===== src/rtl/hazard_pkg.sv =====
// Shared types for the hazard/forwarding unit: operand-mux select codes and
// the per-stage destination tag carried down the EX/MEM/WB shadow pipeline.
package hazard_pkg;
    localparam int REG_ADDR_W = 5;

    typedef enum logic [1:0] {
        FWD_REGFILE = 2'b00,
        FWD_WB      = 2'b01,
        FWD_MEM     = 2'b10
    } fwd_sel_t;

    typedef struct packed {
        logic                  valid;
        logic [REG_ADDR_W-1:0] rd;
        logic                  reg_write;
        logic                  mem_read;
    } stage_tag_t;
endpackage


===== src/rtl/fwd_select.sv =====
// Picks the bypass source for one EX operand from the MEM/WB destination tags.
module fwd_select
    import hazard_pkg::*;
(
    input  logic                  ex_valid_in,
    input  logic [REG_ADDR_W-1:0] src_in,
    input  stage_tag_t            mem_tag_in,
    input  stage_tag_t            wb_tag_in,
    output fwd_sel_t              sel_out
);
    // WB forwards loads and ALU results alike, so its mem_read bit is not needed.
    logic unused_wb_load;
    assign unused_wb_load = wb_tag_in.mem_read;

    always_comb begin
        sel_out = FWD_REGFILE;
        if (!ex_valid_in) begin
            sel_out = FWD_REGFILE;
        end else if (mem_tag_in.valid && mem_tag_in.reg_write && !mem_tag_in.mem_read &&
                     mem_tag_in.rd != '0 && mem_tag_in.rd == src_in) begin
            sel_out = FWD_MEM;
        end else if (wb_tag_in.valid && wb_tag_in.reg_write &&
                     wb_tag_in.rd != '0 && wb_tag_in.rd == src_in) begin
            sel_out = FWD_WB;
        end
    end
endmodule


===== src/rtl/hazard_forward_unit.sv =====
// Shadow tag pipeline for EX/MEM/WB: drives EX operand-mux selects, the
// load-use stall toward IF/ID and a saturating stall-cycle counter.
module hazard_forward_unit #(
    parameter int REG_ADDR_W = hazard_pkg::REG_ADDR_W,
    parameter int PERF_W     = 32
) (
    input  logic                  clk_in,
    input  logic                  rst_in,
    input  logic                  id_valid_in,
    input  logic [REG_ADDR_W-1:0] id_rs1_in,
    input  logic [REG_ADDR_W-1:0] id_rs2_in,
    input  logic [REG_ADDR_W-1:0] id_rd_in,
    input  logic                  id_reg_write_in,
    input  logic                  id_mem_read_in,
    input  logic                  flush_in,
    input  logic                  freeze_in,
    output logic [1:0]            fwd_a_sel_out,
    output logic [1:0]            fwd_b_sel_out,
    output logic                  stall_out,
    output logic                  ex_valid_out,
    output logic [PERF_W-1:0]     stall_count_out
);
    import hazard_pkg::stage_tag_t;
    import hazard_pkg::fwd_sel_t;

    stage_tag_t            ex_tag_q, ex_tag_d;
    stage_tag_t            mem_tag_q, mem_tag_d;
    stage_tag_t            wb_tag_q, wb_tag_d;
    logic [REG_ADDR_W-1:0] ex_rs1_q, ex_rs1_d;
    logic [REG_ADDR_W-1:0] ex_rs2_q, ex_rs2_d;
    logic [PERF_W-1:0]     cnt_q, cnt_d;
    fwd_sel_t              fwd_a, fwd_b;
    logic                  stall;

    // rs2 is compared even when unused; the occasional extra stall is harmless.
    assign stall = id_valid_in && ex_tag_q.valid && ex_tag_q.mem_read && ex_tag_q.reg_write &&
                   ex_tag_q.rd != '0 && (ex_tag_q.rd == id_rs1_in || ex_tag_q.rd == id_rs2_in);

    always_comb begin
        ex_tag_d  = ex_tag_q;
        ex_rs1_d  = ex_rs1_q;
        ex_rs2_d  = ex_rs2_q;
        mem_tag_d = mem_tag_q;
        wb_tag_d  = wb_tag_q;
        cnt_d     = cnt_q;
        if (!freeze_in) begin
            wb_tag_d  = mem_tag_q;
            mem_tag_d = ex_tag_q;
            if (flush_in || stall || !id_valid_in) begin
                ex_tag_d = '0;
                ex_rs1_d = '0;
                ex_rs2_d = '0;
            end else begin
                ex_tag_d.valid     = 1'b1;
                ex_tag_d.rd        = id_rd_in;
                ex_tag_d.reg_write = id_reg_write_in;
                ex_tag_d.mem_read  = id_mem_read_in;
                ex_rs1_d           = id_rs1_in;
                ex_rs2_d           = id_rs2_in;
            end
            if (stall && !flush_in && cnt_q != '1)
                cnt_d = cnt_q + PERF_W'(1);
        end
    end

    always_ff @(posedge clk_in or posedge rst_in) begin
        if (rst_in) begin
            ex_tag_q  <= '0;
            ex_rs1_q  <= '0;
            ex_rs2_q  <= '0;
            mem_tag_q <= '0;
            wb_tag_q  <= '0;
            cnt_q     <= '0;
        end else begin
            ex_tag_q  <= ex_tag_d;
            ex_rs1_q  <= ex_rs1_d;
            ex_rs2_q  <= ex_rs2_d;
            mem_tag_q <= mem_tag_d;
            wb_tag_q  <= wb_tag_d;
            cnt_q     <= cnt_d;
        end
    end

    fwd_select u_fwd_a (
        .ex_valid_in (ex_tag_q.valid),
        .src_in      (ex_rs1_q),
        .mem_tag_in  (mem_tag_q),
        .wb_tag_in   (wb_tag_q),
        .sel_out     (fwd_a)
    );

    fwd_select u_fwd_b (
        .ex_valid_in (ex_tag_q.valid),
        .src_in      (ex_rs2_q),
        .mem_tag_in  (mem_tag_q),
        .wb_tag_in   (wb_tag_q),
        .sel_out     (fwd_b)
    );

    assign fwd_a_sel_out   = fwd_a;
    assign fwd_b_sel_out   = fwd_b;
    assign stall_out       = stall;
    assign ex_valid_out    = ex_tag_q.valid;
    assign stall_count_out = cnt_q;

    // The load-use stall keeps a load at least two slots ahead of its consumer.
    a_no_load_in_mem_hit: assert property (@(posedge clk_in) disable iff (rst_in)
        !(ex_tag_q.valid && mem_tag_q.valid && mem_tag_q.reg_write && mem_tag_q.mem_read &&
          mem_tag_q.rd != '0 && (mem_tag_q.rd == ex_rs1_q || mem_tag_q.rd == ex_rs2_q)));
endmodule

===== config.mk =====
export PLATFORM = sky130hd
export DESIGN_NAME = hazard_forward_unit
export DESIGN_NICKNAME = d
export VERILOG_FILES = /design/src/rtl/hazard_pkg.sv /design/src/rtl/fwd_select.sv /design/src/rtl/hazard_forward_unit.sv
export SDC_FILE = /design/constraint.sdc
export NUM_CORES = 1
export LEC_CHECK = 0
export CAP_MARGIN = 25
export CORE_MARGIN = 10
export CORE_UTILIZATION = 31
export CTS_CLUSTER_SIZE = 12
export DETAILED_ROUTE_END_ITERATION = 10
export SYNTH_ARGS = -nofsm -noshare
export SYNTH_HDL_FRONTEND = slang
export SYNTH_HIERARCHICAL = 1
export SYNTH_SLANG_ARGS = --single-unit

===== constraint.sdc =====
create_clock -name clk_in -period 5.5 [get_ports clk_in]
set_input_delay 0.55 -clock clk_in [delete_from_list [all_inputs] [get_ports clk_in]]
set_output_delay 0.55 -clock clk_in [all_outputs]
set_load 0.005 [all_outputs]

# Word level (Yosys, flattened, before mapping)
# Cells that the tools add are included.
[classes] n_bitwise=1 n_eq_ne=7 n_mux=9 reduce_logical=26 n_addsub=1
[op_table] operator="$add A32 B1 Y32 const B" count=1
[op_table] operator="$ne A32 B32 Y1 const B" count=1
[op_table] operator="$eq A5 B5 Y1" count=6
[op_table] operator="$logic_and A1 B1 Y1" count=16
[op_table] operator="$reduce_bool A5 Y1" count=3
[op_table] operator="$mux W5" count=2
[op_table] operator="$mux W2" count=4
[op_table] operator="$mux W8" count=1
[op_table] operator="$logic_not A1 Y1" count=3
[op_table] operator="$logic_or A1 B1 Y1" count=3
[op_table] operator="$mux W1" count=2
[op_table] operator="$reduce_and A2 Y1" count=1
[op_table] operator="$not A1 Y1" count=1
[totals] output_inout_bits=38 ff_bits=65 word_cells=58

# Longest topological paths before layout
# Gate-level depths: netlist of the first run.
[logic_depth] depth_word=8 depth_mapped=8 ltp_nobuf=7

# Cells and area by module
# The synthesis of the first run kept the hierarchy.
[modules_own_cells] module="hazard_forward_unit" area_per_inst_um2=3056.7 n_inst=1 cells_each=253
[modules_own_cells] module="fwd_select" area_per_inst_um2=167.7 n_inst=2 cells_each=24

# Least setup slack after synthesis of the first run
# No wires, ideal clock.
[synth_path] path_type="register to output" from="register mem_tag_q[3] (netlist name)" to="output port fwd_a_sel_out[0]" required_ns=4.950 path_stages_with_launch=5 t_arrival_ns=1.387 slack_ns=3.563 cell_sequence="dfrtp_1 > or4_1 > a21oi_1 > nor3_1 > nor4_2"
[synth_via] elab_chain_len=5
[synth_rtl] element="from (decl)" line_no="hazard_forward_unit.sv:27" text="stage_tag_t mem_tag_q, mem_tag_d;"
[synth_rtl] element="from (signal assigned)" line_no="hazard_forward_unit.sv:78" text="mem_tag_q <= mem_tag_d;"
[synth_rtl] element="$reduce_bool A5 Y1" line_no="fwd_select.sv:20" text="mem_tag_in.rd != '0 && mem_tag_in.rd == src_in) begin"
[synth_rtl] element="$logic_and A1 B1 Y1" line_no="fwd_select.sv:19" text="end else if (mem_tag_in.valid && mem_tag_in.reg_write && !mem_tag_in.mem_read &&"
[synth_rtl] element="$logic_and A1 B1 Y1 *" line_no="fwd_select.sv:20"
[synth_rtl] element="$mux W2 *" line_no="fwd_select.sv:19"
[synth_rtl] element="$mux W2 *" line_no="fwd_select.sv:17" text="if (!ex_valid_in) begin"
[synth_rtl] element="to (decl)" line_no="hazard_forward_unit.sv:17" text="output logic [1:0] fwd_a_sel_out,"
# Mark *: on every way between the ends. The rest lies on a longest branch, timed or not.

# Worst setup path in the final report of the first run
[layout_path] from="input port id_rs2_in[4]" to="output port stall_out"
[layout_via] elab_chain_len=3
[layout_rtl] element="from (decl)" line_no="hazard_forward_unit.sv:11" text="input logic [REG_ADDR_W-1:0] id_rs2_in,"
[layout_rtl] element="$eq A5 B5 Y1" line_no="hazard_forward_unit.sv:37" text="ex_tag_q.rd != '0 && (ex_tag_q.rd == id_rs1_in || ex_tag_q.rd == id_rs2_in);"
[layout_rtl] element="$logic_or A1 B1 Y1" line_no="hazard_forward_unit.sv:37"
[layout_rtl] element="$logic_and A1 B1 Y1" line_no="hazard_forward_unit.sv:37"
[layout_rtl] element="to (decl)" line_no="hazard_forward_unit.sv:19" text="output logic stall_out,"
# No other way between the ends.

==> metrics.md, run 1 <==
| Metric | Value |
|---|---|
| Maximum fanout along the worst path | `13` |
| GRT Residual Overflow | `0` |
| Number of nets in the layout | `384` |
| Reg2Reg Launch Point | `ex_tag_q[6]` |
| GRT met1 Usage | `0.148` |
| Capture point of the worst reg-to-reg path | `stall_count_out[1]` |
| Tcrit/Tclk final | `0.585` |
| Leakage component of the power | `1.78 nW` |
| Top delay family on crit path | `buffers and inverters` |
| Antenna viol nets, final | `0` |
| Max Root-Sink Buffers | `2` |
| Area added between synthesis and finish | `27.2%` |
| DIE WIDTH | `124 um` |
| Pin count of the biggest net entering global routing | `66` |
| Largest stage delay on the critical path | `0.61 ns` |
| Final antenna diode count | `0` |
| Synthesized cell area | `3360 um2` |
| Average vias per placed instance | `5.21` |
| Most utilized layer in the global route result | `met2` |
| Start point of the critical path | `id_rs2_in[4]` |
| CP Data Arrival Time | `2.67 ns` |
| Number of warnings reported in the yosys synthesis log | `6` |
| Hold Path Class | `flop to flop` |
| Final estimated routing congestion in global placement | `0.878` |
| Total power density per cell area | `246 nW/um2` |
| Number of global-route vias before repair | `2728` |
| Die Outline Area | `15400 um2` |
| Clock insertion delay at the later pin of the skew report | `0.34 ns` |
| Hold Buf Count CTS | `0` |
| Setup Buffers After CTS | `0` |
| Num CTS Buffers | `9` |
| Overall track demand over capacity in global routing | `0.120` |
| Post-Syn Area per Cell | `11.2 um2` |
| Met2 layer usage reported by global route | `0.194` |
| Worst hold-check slack | `0.501 ns` |
| Final Setup Violations | `0` |
| Overall power of the completed layout | `1.05 mW` |
| Critical Path Most Common Cell | `clkdlybuf4s50_1` |
| Number of remaining DRC errors | `0` |
| Storage element area | `1630 um2` |
| Net Count, Synth | `322` |
| Setup repair after global routing missed its margin | `false` |
| Chain of cells forming the critical path | `clkdlybuf4s50_1 -> xnor2_1 -> nand3_1 -> o22ai_2 -> nand2_2 -> inv_1 -> clkdlybuf4s50_1` |
| Total count of hold-check failures in the final report | `0` |
| DR WL/cell | `17.9 um` |
| Type of element launching the critical path | `primary input` |
| H-Tree Depth | `3` |
| R2R cell count | `7` |
| Final wirelength | `9010 um` |
| Endpoint required time on the critical path | `4.95 ns` |
| Util after Layout | `0.410` |
| Placed insts | `486` |
| Clock tree from TritonCTS | `done` |
| Slew at the pin closest to its max-slew limit | `0.847 ns` |
| Clock-pin slew on the worst setup and hold paths | `0.07 ns` |
| FP Rows | `37` |
| Post-Syn Instances | `299` |
| VDD IR-drop max | `0.104 mV` |
| Normalized max-slew margin | `0.435` |
| Wire length of the first global-routing pass | `14600 um` |
| Final Max Slew Viols | `0` |
| Area inside the core boundary | `10400 um2` |
| Grt met3 use | `0.0434` |
| Gates resized, CTS repair | `0` |
| Critical path depth | `7` |
| Top achievable clock speed | `311 MHz` |
| Buffers plus inverters on the worst setup path | `3` |
| DP Wirelength | `6310 um` |
| Fillcell total | `1019` |
| Slowest-stage cell, CP | `clkdlybuf4s50_1` |
| Setup Total Neg Slack | `0 ns` |
| Critical Path End Type | `primary output` |
| Count of clock tree sinks | `65` |
| Drt first pass iters | `4` |
| Worst reg-to-reg setup slack | `3.27 ns` |
| Clock Skews | `0.0172 ns` |
| Type of the worst setup path | `primary input to primary output` |
| Count of max-cap constraint violations | `0` |
| Starting utilization of the core area | `0.322` |
| Antenna violations before repair | `0` |
| Number of cells in the finished layout apart from fillers | `502` |
| Die Ht | `124 um` |
| Fraction of layout cells with a size suffix above 1 | `0.134` |
| Buffer cell driving the clock tree root | `clkbuf_8` |
| DRC marker count from the first detailed-route iteration | `143` |
| Via count of the routed design | `2615` |
| Time the final worst path needs with I/O delays and setup | `3.22 ns` |
| Multi-input gate area in the final layout | `1620 um2` |
| Count of input and output buffers | `59` |
| Setup crit end | `stall_out` |
| Number of ports placed on the die boundary | `60` |
| Status | `finished, final reports clean` |
[how the worst min path moves through the flow]
stage                         from                   to  slack [ns]  depth (start not counted)
6_report        stall_count_out[9]   stall_count_out[9]        0.50                          1
5_1_grt         stall_count_out[9]   stall_count_out[9]        0.52                          1
4_1_cts         stall_count_out[9]   stall_count_out[9]        0.50                          1
3_5_place_dp   stall_count_out[14]  stall_count_out[14]        0.49                          1
3_3_place_gp    stall_count_out[9]   stall_count_out[9]        0.48                          1
2_1_floorplan  stall_count_out[14]  stall_count_out[14]        0.48                          1
[cells in the final DEF, fill, tap and decap left out, types with 4 or more instances in the layout]
master and instances:
dfrtp_1 65, clkdlybuf4s50_1 59, xnor2_1 45, nand3_1 23, nand4_1 19, a22o_1 17
mux2_2 15, clkbuf_8 12, nand2_1 9, nor2_1 9, nor3_1 9, and3_1 9
inv_1 9, xor2_1 7, nor4_1 6, a21oi_1 5, or4_1 4
[sequential cells by signal (all words and copies together), names as in the netlist]
signal / flops
stall_count_out: 32
wb_tag_q: 7
ex_valid_out: 1
mem_tag_q: 8
ex_tag_q: 7
ex_rs2_q: 5
ex_rs1_q: 5
[metal layers]
metal / share of wire / vias up
li1: - / 1223
met1: 0.44 / 1316
met2: 0.50 / 72
met3: 0.056 / 4
met4: 0.0067 / 0
met5: 0 / -
[stage by stage]
| step | setup slack [ns] | instance area [um2] |
|---|---|---|
| 2_1_floorplan | 3.32 | 3360 |
| 3_3_place_gp | 2.34 | 4060 |
| 3_5_place_dp | 2.31 | 4060 |
| 4_1_cts | 2.29 | 4270 |
| 5_1_grt | 2.13 | 4270 |
| 6_report | 2.28 | 4270 |
[report_power, final]
| group | internal [mW] | switching [mW] | leakage, nW | total [mW] |
|---|---|---|---|---|
| logic | 0.0548 | 0.0456 | 0.785 | 0.100 |
| clock network | 0.247 | 0.181 | 0.107 | 0.428 |
| registers | 0.495 | 0.0257 | 0.891 | 0.521 |
[cell type report]
class	instances	area share
Tap cell	136	0.0399
Clock buffer	14	0.0404
Timing Repair Buffer	61	0.142
Sequential cell	65	0.381
Multi-Input combinational cell	214	0.380
Clock inverter	2	0.00821
Inverter	10	0.00879
No activity file was read; power rests on OpenSTA's default activity.
==> inputs of run 2 (changes only) <==
==> constraint.sdc (replaced) <==
create_clock -name clk_in -period 3 [get_ports clk_in]
set_input_delay 0.3 -clock clk_in [delete_from_list [all_inputs] [get_ports clk_in]]
set_output_delay 0.3 -clock clk_in [all_outputs]
set_load 0.005 [all_outputs]
==> run 2 against run 1 <==
Non-clock buffer count is 1 higher. Count of clock-buffer cells in the layout decreased by 2. Sequential share of layout area is 0.20 points lower. Critical endpoint is now fwd_b_sel_out[0]. Clock power up 89%. Via count down 1.9%. Die area stayed put. Largest cell class unchanged. Highest routed layer unchanged. Wire length decreased by 2.3%. Clock skew down 0.013 ns. Register-to-register slack got worse by 2.5 ns. Sequential power rose by 83%. Sequential cell count stayed put.
==> metrics.md, run 2 (same netlist as run 1, synthesis figures left out) <==
| Metric | Value |
|---|---|
| Status | `finished, final reports clean` |
| Largest stage delay on the critical path | `0.54 ns (-0.07 ns)` |
| Antenna viol nets, final | `0 (unchanged)` |
| CP Data Arrival Time | `2.38 ns (-0.29 ns)` |
| R2R cell count | `6 (-1)` |
| FP Rows | `37 (unchanged)` |
| Clock tree from TritonCTS | `done` |
| Critical Path End Type | `primary output` |
| Hold Buf Count CTS | `0 (unchanged)` |
| Clock Skews | `0.00441 ns (-0.0127 ns)` |
| Total count of hold-check failures in the final report | `0 (unchanged)` |
| Area inside the core boundary | `10400 um2 (unchanged)` |
| Max Root-Sink Buffers | `2 (unchanged)` |
| Starting utilization of the core area | `0.322 (unchanged)` |
| GRT Residual Overflow | `0 (unchanged)` |
| Hold Path Class | `primary input to asynchronous set/reset pin` |
| Reg2Reg Launch Point | `stall_count_out[12]` |
| Die Outline Area | `15400 um2 (unchanged)` |
| Die Ht | `124 um (unchanged)` |
| Number of global-route vias before repair | `2716 (-0.44%)` |
| Tcrit/Tclk final | `0.892` |
| Buffers plus inverters on the worst setup path | `1 (-2)` |
| Capture point of the worst reg-to-reg path | `stall_count_out[1]` |
| Overall power of the completed layout | `1.94 mW (+85%)` |
| Setup Buffers After CTS | `0 (unchanged)` |
| Drt first pass iters | `4 (unchanged)` |
| Maximum fanout along the worst path | `6 (-7)` |
| Slew at the pin closest to its max-slew limit | `0.749 ns (-0.0983 ns)` |
| Final estimated routing congestion in global placement | `0.885 (+0.81%)` |
| Total power density per cell area | `453 nW/um2 (+84%)` |
| Count of input and output buffers | `59 (unchanged)` |
| Final Max Slew Viols | `0 (unchanged)` |
| Overall track demand over capacity in global routing | `0.120 (about the same)` |
| Chain of cells forming the critical path | `or4_1 -> a21oi_1 -> nor3_1 -> nor4_2 -> clkdlybuf4s50_1` |
| Setup Total Neg Slack | `0 ns (unchanged)` |
| Clock insertion delay at the later pin of the skew report | `0.33 ns (about the same)` |
| VDD IR-drop max | `0.273 mV (+160%)` |
| Number of remaining DRC errors | `0 (unchanged)` |
| Setup repair after global routing missed its margin | `false` |
| Top library cells by usage in the layout, fill and taps aside | `65 x dfrtp_1, 59 x clkdlybuf4s50_1, 45 x xnor2_1` |
| Clock-pin slew on the worst setup and hold paths | `0.07 ns (about the same)` |
| Endpoint required time on the critical path | `2.70 ns (-2.25 ns)` |
| Final Setup Violations | `0 (unchanged)` |
| DR WL/cell | `17.5 um (-2.3%)` |
| Type of the worst setup path | `flop to primary output` |
| Count of max-cap constraint violations | `0 (unchanged)` |
| Top achievable clock speed | `374 MHz` |
| Type of element launching the critical path | `flop` |
| Leakage component of the power | `1.79 nW (+0.55%)` |
| DP Wirelength | `6290 um (-0.29%)` |
| DRC marker count from the first detailed-route iteration | `149 (+4.2%)` |
| Via count of the routed design | `2565 (-1.9%)` |
| Worst hold-check slack | `0.351 ns (-0.151 ns)` |
| Leading cell type in the layout, fill and taps excluded | `dfrtp_1` |
| H-Tree Depth | `3 (unchanged)` |
| Average vias per placed instance | `5.11 (-1.9%)` |
| Num CTS Buffers | `9 (unchanged)` |
| Worst reg-to-reg setup slack | `0.82 ns (-2.45 ns)` |
| Buffer cell driving the clock tree root | `clkbuf_8` |
| Number of nets in the layout | `385 (+0.26%)` |
| Wire length of the first global-routing pass | `14500 um (-0.43%)` |
| Time the final worst path needs with I/O delays and setup | `2.68 ns` |
| Area added between synthesis and finish | `27.9%` |
| Pin count of the biggest net entering global routing | `42 (-36%)` |
| Final antenna diode count | `0 (unchanged)` |
| Util after Layout | `0.412 (+0.00216)` |
| Antenna violations before repair | `0 (unchanged)` |
| Normalized max-slew margin | `0.501 (+0.0655)` |
| Gates resized, CTS repair | `0 (unchanged)` |
| Slowest-stage cell, CP | `clkdlybuf4s50_1` |
| Count of clock tree sinks | `65 (unchanged)` |
| Number of ports placed on the die boundary | `60 (unchanged)` |
| Final wirelength | `8800 um (-2.3%)` |
| Top delay family on crit path | `simple AND/OR/NAND/NOR gates` |
| Largest register FFs | `32 (unchanged)` |
| DIE WIDTH | `124 um (unchanged)` |
| Fraction of layout cells with a size suffix above 1 | `0.134 (unchanged)` |
-- run 2: cell type report --
cell class / count / area (um2)
fill: 1022 / 6120
sequential: 65 / 1630
multi-input combinational: 214 / 1620
timing repair buffer: 62 / 626
tap: 136 / 170
clock buffer: 12 / 145
clock inverter: 3 / 65.1
inverter: 10 / 37.5
-- run 2: worst register-to-register path, cell delays in order (launching register included) --
cell and delay (ns):
dfrtp_1 0.44, and3_1 0.23, nand2_1 0.17, nor4_4 0.40, nand2b_2 0.28, nand3_1 0.21, mux2_1 0.33
-- run 2: metrics by stage --
stage / cell area (um2) / cells / worst slack, ns
after floorplan: 3360 / 299 / 1.07
final: 4290 / 502 / 0.324
after CTS: 4290 / 502 / 0.272
after detailed placement: 4080 / 487 / 0.530
after global placement: 4080 / 487 / 0.583
after global routing: 4290 / 502 / 0.113
-- run 2: power by group --
| group | switching, mW | internal [mW] | leakage (nW) |
|---|---|---|---|
| Clock | 0.322 | 0.486 | 0.106 |
| Sequential | 0.0460 | 0.908 | 0.891 |
| Combinational | 0.0811 | 0.102 | 0.795 |
| Total | 0.449 | 1.50 | 1.79 |
-- run 2: worst max path at each step --
stage                            start          endpoint  cells after the start
after floorplan                 rst_in       ex_rs1_q[0]                      1
after global placement    id_rs2_in[0]         stall_out                      7
after detailed placement  id_rs2_in[2]         stall_out                      7
after CTS                 mem_tag_q[4]  fwd_b_sel_out[0]                      5
after global routing      mem_tag_q[4]  fwd_b_sel_out[0]                      5
final                     mem_tag_q[3]  fwd_b_sel_out[0]                      5
-- run 2: per-layer routing --
metal  up-vias  share of wire  global-route usage
met5         -              0                   0
met4         0          0.020              0.0460
met3        16          0.063              0.0416
met2        65           0.46               0.185
met1      1268           0.45               0.150
li1       1216              -                   -
==> inputs of run 3 (changes only) <==
==> constraint.sdc (replaced) <==
create_clock -name clk_in -period 2.25 [get_ports clk_in]
set_input_delay 0.225 -clock clk_in [delete_from_list [all_inputs] [get_ports clk_in]]
set_output_delay 0.225 -clock clk_in [all_outputs]
set_load 0.005 [all_outputs]
==> run 3 against run 2 <==
Die area unchanged. Clock power grew 26%. First-iteration DRC count is 17% lower. Highest routed layer unchanged. Critical path depth stayed put. Worst setup slack lost 0.23 ns. Non-clock buffer count is 14 higher. Final cell count up 3.0%. Power is 33% higher. Cell area rose by 3.4%. Combinational power rose by 58%. Largest power group unchanged. Critical endpoint is now fwd_b_sel_out[1].
==> metrics.md, run 3 (same netlist as run 1, synthesis figures left out) <==
| Metric | Value |
|---|---|
| Chain of cells forming the critical path | `or4_4 -> a21oi_2 -> nor3_2 -> and2_2 -> dlygate4sd2_1` |
| Top library cells by usage in the layout, fill and taps aside | `60 x dfrtp_1, 54 x clkdlybuf4s50_1, 43 x xnor2_1` |
| GRT Residual Overflow | `0 (unchanged)` |
| Num CTS Buffers | `9 (unchanged)` |
| Count of max-cap constraint violations | `0 (unchanged)` |
| Fraction of layout cells with a size suffix above 1 | `0.213 (+0.0787)` |
| Final Setup Violations | `0 (unchanged)` |
| Area added between synthesis and finish | `32.2%` |
| Overall track demand over capacity in global routing | `0.118 (-0.00147)` |
| Number of remaining DRC errors | `0 (unchanged)` |
| Worst hold-check slack | `0.273 ns (-0.0777 ns)` |
| Pin count of the biggest net entering global routing | `66 (+57%)` |
| Buffer cell driving the clock tree root | `clkbuf_8` |
| Slowest-stage cell, CP | `or4_4` |
| Top delay family on crit path | `simple AND/OR/NAND/NOR gates` |
| Number of global-route vias before repair | `2840 (+4.6%)` |
| DP Wirelength | `6380 um (+1.3%)` |
| Endpoint required time on the critical path | `2.03 ns (-0.67 ns)` |
| Final wirelength | `8750 um (-0.55%)` |
| DIE WIDTH | `124 um (unchanged)` |
| Number of nets in the layout | `399 (+3.6%)` |
| Total power density per cell area | `581 nW/um2 (+28%)` |
| Status | `finished, final reports clean` |
| Clock tree from TritonCTS | `done` |
| Die Outline Area | `15400 um2 (unchanged)` |
| Time the final worst path needs with I/O delays and setup | `2.15 ns` |
| Number of ports placed on the die boundary | `60 (unchanged)` |
| Clock Skews | `0.0114 ns (+0.00698 ns)` |
| Count of input and output buffers | `59 (unchanged)` |
| Final Max Slew Viols | `0 (unchanged)` |
| CP Data Arrival Time | `1.93 ns (-0.45 ns)` |
| DRC marker count from the first detailed-route iteration | `124 (-17%)` |
| Number of cells in the finished layout apart from fillers | `517 (+3.0%)` |
| Leading cell type in the layout, fill and taps excluded | `dfrtp_1` |
| Average vias per placed instance | `5.04 (-1.4%)` |
| Final antenna diode count | `0 (unchanged)` |
| Drt first pass iters | `4 (unchanged)` |
| Antenna violations before repair | `0 (unchanged)` |
| Leakage component of the power | `1.89 nW (+5.4%)` |
| Wire length of the first global-routing pass | `14400 um (-0.95%)` |
| DR WL/cell | `16.9 um (-3.4%)` |
| VDD IR-drop max | `0.333 mV (+22%)` |
| Placed insts | `495 (+1.6%)` |
| Fillcell total | `1007 (-1.5%)` |
| Maximum fanout along the worst path | `3 (-3)` |
| Top achievable clock speed | `464 MHz` |
| Hold Path Class | `primary input to asynchronous set/reset pin` |
| FP Rows | `37 (unchanged)` |
| Clock insertion delay at the later pin of the skew report | `0.34 ns (about the same)` |
| Hold Buf Count CTS | `0 (unchanged)` |
| Slew at the pin closest to its max-slew limit | `0.386 ns (-0.363 ns)` |
| Largest stage delay on the critical path | `0.54 ns (about the same)` |
| Antenna viol nets, final | `0 (unchanged)` |
| Tcrit/Tclk final | `0.957` |
| Type of the worst setup path | `flop to primary output` |
| Area inside the core boundary | `10400 um2 (unchanged)` |
| Normalized max-slew margin | `0.742 (+0.241)` |
| Via count of the routed design | `2605 (+1.6%)` |
| Count of clock tree sinks | `65 (unchanged)` |
| Final estimated routing congestion in global placement | `0.894 (+1.0%)` |
| Die Ht | `124 um (unchanged)` |
| Critical Path End Type | `primary output` |
| Util after Layout | `0.426 (+0.0139)` |
| Largest register FFs | `32 (unchanged)` |
| Buffers plus inverters on the worst setup path | `1 (unchanged)` |
| Clock-pin slew on the worst setup and hold paths | `0.07 ns (about the same)` |
| Total count of hold-check failures in the final report | `0 (unchanged)` |
| Max Root-Sink Buffers | `2 (unchanged)` |
| Type of element launching the critical path | `flop` |
| Starting utilization of the core area | `0.322 (unchanged)` |
| H-Tree Depth | `3 (unchanged)` |
==> run 3: where the power goes <==
part,switching [mW],total (mW),internal (mW)
Combinational,0.127,0.290,0.162
Clock,0.450,1.02,0.573
Sequential,0.0546,1.27,1.21
Total,0.632,2.58,1.95
==> run 3: timing repair <==
item                                    4_1_cts  5_1_grt
gates cloned                                  0        0
hold endpoints to repair                      0        0
endpoints found under the setup margin        5        4
pin swaps                                     1        3
gates resized for setup                      18        6
setup buffers                                 6        0
==> run 3: layout make-up <==
class | instances | area, um2 | share of cell area
clock buffer | 12 | 155 | 0.0350
timing repair buffer | 76 | 728 | 0.164
multi-input combinational | 214 | 1660 | 0.375
sequential | 65 | 1630 | 0.368
inverter | 10 | 37.5 | 0.00846
clock inverter | 4 | 51.3 | 0.0116
tap | 136 | 170 | 0.0384
==> run 3: through the flow <==
stage | setup slack (ns) | power (mW) | TNS, ns | cell area (um2)
6_report | 0.0963 | 2.58 | 0 | 4440
5_1_grt | -0.00947 | 2.71 | -0.00947 | 4440
4_1_cts | 0.00325 | 2.61 | 0 | 4420
3_5_place_dp | 0.0599 | 1.55 | 0 | 4140
3_3_place_gp | 0.0700 | 1.55 | 0 | 4140
2_1_floorplan | 0.399 | 1.44 | 0 | 3360
==> run 3: layer usage <==
metal | routed length [um] | share of wire | up-vias | GRT usage
met1 | 3790 | 0.43 | 1272 | 0.141
met4 | 153 | 0.017 | 0 | 0.0360
met5 | 0 | 0 | - | 0
met3 | 576 | 0.066 | 15 | 0.0443
met2 | 4230 | 0.48 | 67 | 0.194
li1 | - | - | 1251 | -
==> run 3: path summary, 6_finish.rpt <==
kind	depth (start not counted)	slack (ns)	end	from
setup / recovery	5	0.1	fwd_b_sel_out[1]	mem_tag_q[3]
min in group clk_in	2	0.49	ex_tag_q[2]	id_rd_in[0]
max in group asynchronous	3	1.68	ex_tag_q[3]	rst_in
setup reg to reg	8	0.31	ex_tag_q[0]	ex_tag_q[2]
hold / removal	3	0.27	wb_tag_q[1]	rst_in
hold reg to reg	1	0.49	stall_count_out[14]	stall_count_out[14]
==> run 3: worst register-to-register path: cells and delay by family (launching register included) <==
kind | cells | cell delay (ns)
compound gates | 2 | 0.48
xor+xnor | 1 | 0.16
buf+inv | 2 | 0.38
flops | 1 | 0.44
simple gates | 3 | 0.36
